### src/rtl/switch_debouncer_pkg.sv
// Shared board constants for the UW-ID front end.
// Debounce default is derived from the board clock and the debounce window.
package switch_debouncer_pkg;

  localparam int unsigned CLK_HZ              = 50_000_000;
  localparam int unsigned DEBOUNCE_MS         = 20;
  localparam int unsigned DEBOUNCE_CYCLES_DEF = CLK_HZ / 1000 * DEBOUNCE_MS;

endpackage

### src/rtl/switch_debouncer_debounce_bit.sv
// One debounced input: 2-flop synchronizer, hold counter and stable level flop.
// accept is high on the cycle whose clock edge loads the new stable level.
module debounce_bit
  import switch_debouncer_pkg::*;
#(
  parameter int unsigned DEBOUNCE_CYCLES = DEBOUNCE_CYCLES_DEF,
  parameter int unsigned CNT_W           = 20,
  parameter logic        RESET_VAL       = 1'b0
) (
  input  logic clk,
  input  logic reset_n,
  input  logic din,
  output logic stable,
  output logic accept
);

  localparam logic [CNT_W-1:0] CntMax = CNT_W'(DEBOUNCE_CYCLES - 1);

  logic             sync1_q, sync2_q;
  logic             stable_q, stable_d;
  logic [CNT_W-1:0] cnt_q, cnt_d;

  always_ff @(posedge clk or negedge reset_n) begin
    if (!reset_n) begin
      sync1_q <= RESET_VAL;
      sync2_q <= RESET_VAL;
    end else begin
      sync1_q <= din;
      sync2_q <= sync1_q;
    end
  end

  // Any return to the stable level clears the count; no partial credit survives.
  always_comb begin
    accept   = 1'b0;
    stable_d = stable_q;
    cnt_d    = '0;
    if (sync2_q != stable_q) begin
      if (cnt_q == CntMax) begin
        accept   = 1'b1;
        stable_d = sync2_q;
      end else begin
        cnt_d = cnt_q + 1'b1;
      end
    end
  end

  always_ff @(posedge clk or negedge reset_n) begin
    if (!reset_n) begin
      stable_q <= RESET_VAL;
      cnt_q    <= '0;
    end else begin
      stable_q <= stable_d;
      cnt_q    <= cnt_d;
    end
  end

  assign stable = stable_q;

endmodule

### src/rtl/switch_debouncer.sv
// Debounces the slide switches and KEY0, and captures a 4-bit digit on each
// debounced KEY0 press together with a one-cycle valid strobe.
module switch_debouncer
  import switch_debouncer_pkg::*;
#(
  parameter int unsigned NUM_SW          = 4,
  parameter int unsigned DEBOUNCE_CYCLES = DEBOUNCE_CYCLES_DEF,
  parameter int unsigned CNT_W           = 20
) (
  input  logic              clk,
  input  logic              reset_n,
  input  logic [NUM_SW-1:0] sw_raw,
  input  logic              key_raw_n,
  output logic [NUM_SW-1:0] sw_stable,
  output logic              key_pressed,
  output logic [3:0]        digit_q,
  output logic              digit_valid
);

  logic [NUM_SW-1:0] sw_accept_unused;
  logic              key_stable_n;
  logic              key_accept;
  logic              press;
  logic              digit_valid_q;

  for (genvar i = 0; i < NUM_SW; i++) begin : g_sw
    debounce_bit #(
      .DEBOUNCE_CYCLES(DEBOUNCE_CYCLES),
      .CNT_W          (CNT_W),
      .RESET_VAL      (1'b0)
    ) u_sw (
      .clk    (clk),
      .reset_n(reset_n),
      .din    (sw_raw[i]),
      .stable (sw_stable[i]),
      .accept (sw_accept_unused[i])
    );
  end

  debounce_bit #(
    .DEBOUNCE_CYCLES(DEBOUNCE_CYCLES),
    .CNT_W          (CNT_W),
    .RESET_VAL      (1'b1)
  ) u_key (
    .clk    (clk),
    .reset_n(reset_n),
    .din    (key_raw_n),
    .stable (key_stable_n),
    .accept (key_accept)
  );

  assign key_pressed = ~key_stable_n;

  // Stable level currently released (1) and about to flip: the strobe lands on the
  // same edge that raises key_pressed, and digit_q sees the pre-update sw_stable.
  assign press = key_accept & key_stable_n;

  always_ff @(posedge clk or negedge reset_n) begin
    if (!reset_n) begin
      digit_q       <= 4'h0;
      digit_valid_q <= 1'b0;
    end else begin
      digit_valid_q <= press;
      if (press) begin
        digit_q <= 4'(sw_stable);
      end
    end
  end

  assign digit_valid = digit_valid_q;

endmodule

### config.mk
export PLATFORM = sky130hd
export DESIGN_NAME = switch_debouncer
export DESIGN_NICKNAME = d
export VERILOG_FILES = /design/src/rtl/switch_debouncer_pkg.sv /design/src/rtl/switch_debouncer_debounce_bit.sv /design/src/rtl/switch_debouncer.sv
export SDC_FILE = /design/constraint.sdc
export NUM_CORES = 1
export LEC_CHECK = 0
export CELL_PAD_IN_SITES_DETAIL_PLACEMENT = 1
export CELL_PAD_IN_SITES_GLOBAL_PLACEMENT = 1
export CORE_MARGIN = 2
export CORE_UTILIZATION = 40
export CTS_CLUSTER_DIAMETER = 200
export CTS_CLUSTER_SIZE = 10
export DETAILED_ROUTE_END_ITERATION = 12
export DONT_BUFFER_PORTS = 1
export HOLD_SLACK_MARGIN = 0.12
export PLACE_DENSITY = 0.75
export SLEW_MARGIN = 20
export SYNTH_ARGS = -nofsm -noshare
export SYNTH_HDL_FRONTEND = slang
export SYNTH_SLANG_ARGS = --single-unit
### constraint.sdc
create_clock -name clk -period 2.6 [get_ports clk]
set_input_delay 0.26 -clock clk [delete_from_list [all_inputs] [get_ports clk]]
set_output_delay 0.26 -clock clk [all_outputs]
set_load 0.005 [all_outputs]
Word level (Yosys, flattened, before mapping)

Cells that the tools add are included.

$add $sub $neg: 5
Multipliers: 0
Divide/modulo/power cells: 0
Magnitude comparators: 0
Equal/unequal tests: 10
Shift-type cells: 0
Multiplexer cells: 12
Bitwise gates (word level): 2
Reductions and logical operators: 5

Operators by type and width:

| operator                                      | count |
|---|---|
| two-way mux 20 bit                            | 10 |
| adder 20 x 1 -> 20 bit, second input constant | 5 |
| equality test 20 bit, second input constant   | 5 |
| AND reduction 2 bit                           | 5 |
| inequality test 1 bit                         | 5 |
| two-way mux 1 bit                             | 2 |
| bitwise AND 1 bit                             | 1 |
| NOT 1 bit                                     | 1 |

Flip-flop bits (word level): 120
Latch bits: 0
Memory bits (writable): 0
Bits in read-only memories: 0
Input port bits: 7
Output and inout port bits: 10
Memories kept: 0

Depth between registers and ports, before layout

Gate-level depths: netlist (run 1).

Depth in word-level cells: 4
Depth in mapped cells: 7
Depth with buffers taken out: 5

Cells and area by module

A second synthesis (run 1) with hierarchy kept.

Cell total of the unflattened synthesis: 552
Area, all modules: 5783.0 µm²

Modules (own cells, without submodules):

| module                           | instances | cells each | area each (µm²) | seq. area each (µm²) |
|---|---|---|---|---|
| debounce_bit at g_sw[0].u_sw ... | 4         | 108        | 1116.1          | 575.6 |
| debounce_bit at u_key            | 1         | 108        | 1119.8          | 579.3 |
| switch_debouncer                 | 1         | 12         | 198.9           | 125.1 |

Least setup slack after synthesis (run 1)

Ideal clock, no wire load.

Path kind: register to register
From: register g_sw[3].u_sw.cnt_q[10]
To: register g_sw[3].u_sw.cnt_q[12]
Data arrival time: 1.879 ns
Data required time: 2.481 ns
Slack: 0.602 ns
Cell stages (with the launch flop): 6
Path buffers: 1
Path through: dfrtp_1 -> or4b_1 -> or4_1 -> o21ai_1 -> buf_4 -> o21ba_2

Longest elaborated chain between the ends: 3
Elaborated cells on any way between the ends: 4

RTL lines:

| item                                                           | RTL line                                                                 | source |
|---|---|---|
| from (decl)                                                    | switch_debouncer_debounce_bit.sv:21                                      | `logic [CNT_W-1:0] cnt_q, cnt_d;` |
| from (signal assigned)                                         | switch_debouncer_debounce_bit.sv:54                                      | `cnt_q <= cnt_d;` |
| adder 20 x 1 -> 20 bit or equality test 20 bit (tied branches) | switch_debouncer_debounce_bit.sv:43, switch_debouncer_debounce_bit.sv:39 |  |
| two-way mux 20 bit *                                           | switch_debouncer_debounce_bit.sv:39                                      | `if (cnt_q == CntMax) begin` |
| two-way mux 20 bit *                                           | switch_debouncer_debounce_bit.sv:38                                      | `if (sync2_q != stable_q) begin` |
| via g_sw[3].u_sw.cnt_d[12]                                     | switch_debouncer_debounce_bit.sv:21                                      |  |

Mark *: on every way through the listed nets, which the timed path passes. The rest lies on a longest branch.
A chain may end at the register's enable or synchronous reset.

Worst setup path in the final report (run 1)

From: register g_sw[1].u_sw.cnt_q[8]
To: register g_sw[1].u_sw.cnt_q[12]

Longest elaborated chain between the ends: 3
Elaborated cells on any way between the ends: 4

RTL lines:

| item                                                           | RTL line |
|---|---|
| from (decl)                                                    | switch_debouncer_debounce_bit.sv:21 |
| from (signal assigned)                                         | switch_debouncer_debounce_bit.sv:54 |
| adder 20 x 1 -> 20 bit or equality test 20 bit (tied branches) | switch_debouncer_debounce_bit.sv:43, switch_debouncer_debounce_bit.sv:39 |
| two-way mux 20 bit *                                           | switch_debouncer_debounce_bit.sv:39 |
| two-way mux 20 bit *                                           | switch_debouncer_debounce_bit.sv:38 |
| via g_sw[1].u_sw.cnt_d[12]                                     | switch_debouncer_debounce_bit.sv:21 |

Marks and branches as above.

==> metrics.yaml, run 1 <==
place:
  place_inst: 750
  gp_congestion: 0.843
  hpwl_um: 9040
  dpl_cell_area_mm2: 0.00600
  io_buffers: 0
power_and_ir_drop:
  p_per_area_mw_per_mm2: 675
  leakage_nw: 2.70
  pwr-share-comb: 0.020
  seqPwrFrac: 0.428
  p_switching_w: 0.000934
  swShare: 0.207
  intPower_w: 0.00358
  power_frac_clock: 0.552
  peakVddDrop_mv: 0.399
critical_path:
  endpoint_kind: "register"
  required_ps: 2870
  rr_worst_depth: 4
  r2r_slack_ps: 370
  crit-reg2reg-launch: "g_sw[1].u_sw.cnt_q[8]"
  r2r_end: "g_sw[1].u_sw.cnt_q[12]"
  critical_path.endpoint: "g_sw[1].u_sw.cnt_q[12]"
  critical_path.max_fanout: 19
  startpoint: "g_sw[1].u_sw.cnt_q[8]"
  startpoint_type: "register"
  critPathKind: "register to register"
  cp.arrival_ps: 2500
sta:
  tns_ps: 0
  maxSlewViolCount: 0
  max_freq_ghz: 0.448
  hold_slack_ps: -458
  fin_crit_sh: 0.858
  max-slew-margin-rel: 0.565
  hold_viol: 120
  min_period_ps: 2230
  rsz0062_at_grt: "no"
  final-setup-viol-count: 0
  worst_pin_slew_ps: 647
  finClkSkew_ps: 7.10
clock_network:
  cts-resized-gates: 0
  numCtsBuffers: 17
  h-tree-depth: 4
  cts.path.max_buffers: 2
  post_cts.repair.setup_buffers: 0
  hold_buffers: 5
  clock-sinks: 120
  clk_pin_slew_ps: 50
  root_buffer: "clkbuf_16"
  cts_tree: "done"
  clock_latency_ps: 420
floorplanning:
  die_area_mm2: 0.0156
  die_h_um: 125
  start_util: 0.406
  core_area_mm2: 0.0144
  rows: 44
  ioPinCount: 17
  die_width_um: 125
route:
  drt_iter0_markers: 198
  drt_first_pass_iters: 4
  via_count: 4402
  ant_nets: 0
  routed_wl_um: 13500
  drc: 0
  avgViaCountPerCell: 5.59
  drt-wirelength-per-cell_um: 17.1
logic_synthesis:
  synth-seq-cells: 120
  synth_ff_type: "dfrtp_1"
  avgSynthCellArea_um2: 10.1
  synth_warnings: 0
  ys_top_cells_by_area: "dfrtp_1 (50%), xor2_1 (5.1%), nor2_1 (5.1%)"
  synthesis.nets: 591
  syn_inst: 579
  synthTopCellsByCount: "dfrtp_1 (117), nor2_1 (79), nand3_1 (40)"
  synth_area_mm2: 0.00583
  synth_edf_count: 0
  ys_types: 50
  synth_top_cell_by_area: "dfrtp_1"
  async_flop_share: 1.00
  ys_seq_area_frac: 0.516
  synth_most_common_cell: "dfrtp_1"
  yosys.area.top_type_share: 0.502
cells_and_area:
  postLayoutCoreUtil: 0.465
  instances_no_fill: 787
  fin_nets: 602
  num-fill-cells: 1578
  diodes: 0
  post_route_cells_drive_above_1_share: 0.111
  area_growth_pct: 14.7
  design_area_mm2: 0.00669
grt:
  antenna_found_initial: 0
  grt_overflow: 0
  grt_pass1_vias: 4735
  gr-usage-all-layers: 0.184
  grt_max_degree: 121
  grt_pass1_wl_um: 23400
worst_hold_path:
  hold_path_class: "input port to asynchronous set/reset pin"
run_status:
  status: "finished with violations"
  failed_checks: "hold timing"
flow_run:
  drv_cap: 0
power by group through the flow:
stage	clock, W	combinational (W)	sequential, W
global placement	0	0.0000790	0.00196
detailed placement	0	0.0000840	0.00196
CTS	0.00255	0.0000911	0.00193
floorplan	0	0.0000631	0.00195
finish	0.00249	0.0000897	0.00193
global route	0.00263	0.000102	0.00193
cells in the final DEF, fill, tap and decap left out, drive strengths merged, types with 2 or more instances in the layout:
cell type      n
dfstp          3
nand3         41
buf            7
a31o           3
nand4b         4
or2            2
or4b           5
nor4           9
clkinvlp       4
nand2         31
nand4         26
and4          10
a21oi         31
mux2           8
inv           18
o31ai         16
dlygate4sd3    5
nor3          10
o21a           2
a21o           2
clkinv         4
clkbuf        20
ha             5
nor2          79
and2           6
xnor2         29
o21ai         14
dfrtp        117
bufinv         4
or3            9
and3          13
xor2          34
or4           24
o21ba          2
how the worst min path moves through the flow:
| stage | from | to | slack [ps] | depth (start not counted) |
|---|---|---|---|---|
| 6_report | reset_n | g_sw[0].u_sw.sync2_q | -460 | 0 |
| 5_1_grt | reset_n | g_sw[0].u_sw.sync2_q | -480 | 0 |
| 2_1_floorplan | reset_n | digit_q[0] | -40 | 0 |
| 3_3_place_gp | reset_n | g_sw[0].u_sw.cnt_q[5] | -30 | 0 |
| 3_5_place_dp | reset_n | g_sw[0].u_sw.cnt_q[3] | -30 | 0 |
| 4_1_cts | reset_n | g_sw[0].u_sw.stable | -480 | 0 |
critical path: stages, from the launching register on:
cell and delay (ps):
dfrtp_1 420, or4b_1 510, or4_4 540, o21ai_4 460
nor2_1 150
registers in the layout (all words and copies together), names as in the netlist, 4 cells and up:
name / flops
g_sw.u_sw.sync1_q: 4
u_key.cnt_q: 20
g_sw.u_sw.cnt_q: 80
g_sw.u_sw.stable: 4
g_sw.u_sw.sync2_q: 4
digit_q: 4
stage by stage:
step,setup slack [ps],total power [W]
global placement,450,0.00204
global route,259,0.00467
floorplan,602,0.00202
finish,369,0.00451
detailed placement,402,0.00205
CTS,367,0.00457
kinds of logic (layout without fill, tap and decap cells):
kind of cell	count (synthesis)	in the layout	synth area share
buf+inv	38	62	0.0300
simple gates	274	274	0.256
xor+xnor	63	63	0.0947
compound gates	71	71	0.0773
mux	8	8	0.0155
fa+ha+maj	5	5	0.0107
flops	120	120	0.516
metal layers:
layer / share of wire / GRT usage / routed length, um / vias to the layer above
met5: 0 / 0 / 0 / -
met2: 0.49 / 0.306 / 6650 / 56
met3: 0.037 / 0.0541 / 498 / 18
met1: 0.46 / 0.231 / 6140 / 2227
met4: 0.013 / 0.0562 / 178 / 0
li1: - / - / - / 2101
layout make-up:
type	instances	area [um2]	area share
Sequential cell	120	3010	0.450
Clock inverter	12	174	0.0260
Timing Repair Buffer	12	103	0.0153
Tap cell	184	230	0.0344
Multi-Input combinational cell	421	2650	0.396
Inverter	18	67.6	0.0101
Clock buffer	20	457	0.0683
(Power assumes the default switching activity.)
==> run 2: changes to the inputs <==
MAX_ROUTING_LAYER = met4   (was not set)
SETUP_SLACK_MARGIN = 0.3   (was not set)
==> run 2 against run 1 <==
Net effect: the flow still finishes with violations (hold timing); worst hold slack about the same; final cell count is 0.13% higher; flip-flop and latch count stayed put; register-to-register slack improved by 40 ps; setup slack improved by 42 ps; clock power about the same; wire length increased by 0.34%; largest cell class unchanged.
==> metrics.yaml, run 2 (same netlist as run 1, synthesis figures left out) <==
run_status:
  status: "finished with violations"
  failed_checks: "hold timing"
grt:
  top_usage_layer: "met2"
  grt_max_degree: 121
  met2_usage: 0.305
  grt_overflow: 0
  grt_pass1_vias: 4731
  grt_pass1_wl_um: 23400
  grt_use_met3: 0.0541
  grtUsageMet1: 0.233
  antenna_found_initial: 0
  gr-usage-all-layers: 0.189
critical_path:
  required_ps: 2910
  r2r_end: "g_sw[3].u_sw.cnt_q[12]"
  cp.arrival_ps: 2500
  crit-reg2reg-launch: "g_sw[3].u_sw.cnt_q[10]"
  critPathKind: "register to register"
  rr_worst_depth: 5
  critical_path.max_fanout: 11
  r2r_slack_ps: 410
  startpoint_type: "register"
  endpoint_kind: "register"
floorplanning:
  rows: 44
  start_util: 0.406
  die_width_um: 125
  ioPinCount: 17
  core_area_mm2: 0.0144
  die_h_um: 125
  die_area_mm2: 0.0156
route:
  drc: 0
  drt-wirelength-per-cell_um: 17.2
  drt_first_pass_iters: 4
  routed_wl_um: 13500
  ant_nets: 0
  drt_iter0_markers: 216
  via_count: 4376
  avgViaCountPerCell: 5.55
sta:
  rsz0062_at_grt: "no"
  worst_pin_slew_ps: 646
  hold_viol: 120
  finClkSkew_ps: 7.02
  tns_ps: 0
  max_freq_ghz: 0.457
  max-slew-margin-rel: 0.565
  maxSlewViolCount: 0
  min_period_ps: 2190
  hold_slack_ps: -458
  final-setup-viol-count: 0
  fin_crit_sh: 0.842
clock_network:
  h-tree-depth: 4
  clock_latency_ps: 420
  cts.path.max_buffers: 2
  root_buffer: "clkbuf_16"
  clock-sinks: 120
  cts-resized-gates: 0
  cts_tree: "done"
  numCtsBuffers: 17
  hold_buffers: 5
  clk_pin_slew_ps: 50
cells_and_area:
  fin_nets: 603
  post_route_cells_drive_above_1_share: 0.113
  largest_reg_flops: 80
  num-fill-cells: 1576
  top_regs: "g_sw.u_sw.cnt_q x80, u_key.cnt_q x20"
  diodes: 0
  mostFrequentLayoutCells: "dfrtp_1 (117), nor2_1 (79), nand3_1 (40)"
  layout_commonest_cell: "dfrtp_1"
  regMostFlops: "g_sw.u_sw.cnt_q"
  area_growth_pct: 15.0
power_and_ir_drop:
  p_per_area_mw_per_mm2: 674
  leakage_nw: 2.71
  peakVddDrop_mv: 0.395
place:
  gp_congestion: 0.856
  io_buffers: 0
  hpwl_um: 9040
worst_hold_path:
  hold_path_class: "input port to asynchronous set/reset pin"
flow_run:
  drv_cap: 0
-- run 2: changes by cell type in the layout (fill, tap and decap cells not counted), sizes merged --
cell	previous run	this run
buf	7	8
-- run 2: area by class of cell --
type | instances | area [um2] | share of cell area
flip-flops and latches | 120 | 3010 | 0.448
repair buffers | 13 | 123 | 0.0183
inverters | 18 | 67.6 | 0.0101
well taps | 184 | 230 | 0.0343
clock buffers | 20 | 457 | 0.0681
multi-input cells | 421 | 2650 | 0.395
clock inverters | 12 | 174 | 0.0259
-- run 2: worst max-delay path, stage by stage, from the launching register on --
cell	delay, ps
dfrtp_1	430
or4b_1	510
or4_1	570
o21ai_1	190
buf_4	210
o21ba_2	170
-- run 2: worst max path at each step --
| stage | start | to | slack [ps] | cells past startpoint |
|---|---|---|---|---|
| finish | g_sw[3].u_sw.cnt_q[10] | g_sw[3].u_sw.cnt_q[12] | 410 | 5 |
| global route | u_key.cnt_q[7] | digit_q[3] | 310 | 4 |
| CTS | g_sw[1].u_sw.cnt_q[8] | g_sw[1].u_sw.cnt_q[12] | 370 | 4 |
| detailed placement | u_key.cnt_q[7] | digit_q[3] | 400 | 4 |
| global placement | u_key.cnt_q[7] | digit_q[0] | 450 | 4 |
| floorplan | g_sw[3].u_sw.cnt_q[10] | g_sw[3].u_sw.cnt_q[12] | 600 | 5 |
-- run 2: metrics by stage --
step                worst slack [ps]  instance area [um2]  cells  power [W]   util
floorplan                        602                 5830    579    0.00202      -
global placement                 450                 6000    750    0.00204  0.418
detailed placement               402                 6000    750    0.00205  0.418
CTS                              367                 6690    787    0.00457  0.465
global route                     312                 6710    788    0.00467  0.467
finish                           412                 6710    788    0.00452  0.467
-- run 2: power by group --
part           total (W)  switching [W]  internal [W]
logic          0.0000936      0.0000553     0.0000383
registers        0.00193      0.0000335       0.00190
clock network    0.00250       0.000847       0.00165
-- run 2: what timing repair did --
action / 4_1_cts / 5_1_grt
buffers inserted: 0 / 1
setup endpoints to repair: 0 / 4
endpoints found under the hold margin: 125 / 120
-- run 2: per-layer routing --
layer | part of all wire | routed length (um)
met5 | 0 | 0
met1 | 0.46 | 6270
met4 | 0.013 | 181
met2 | 0.49 | 6600
met3 | 0.034 | 464
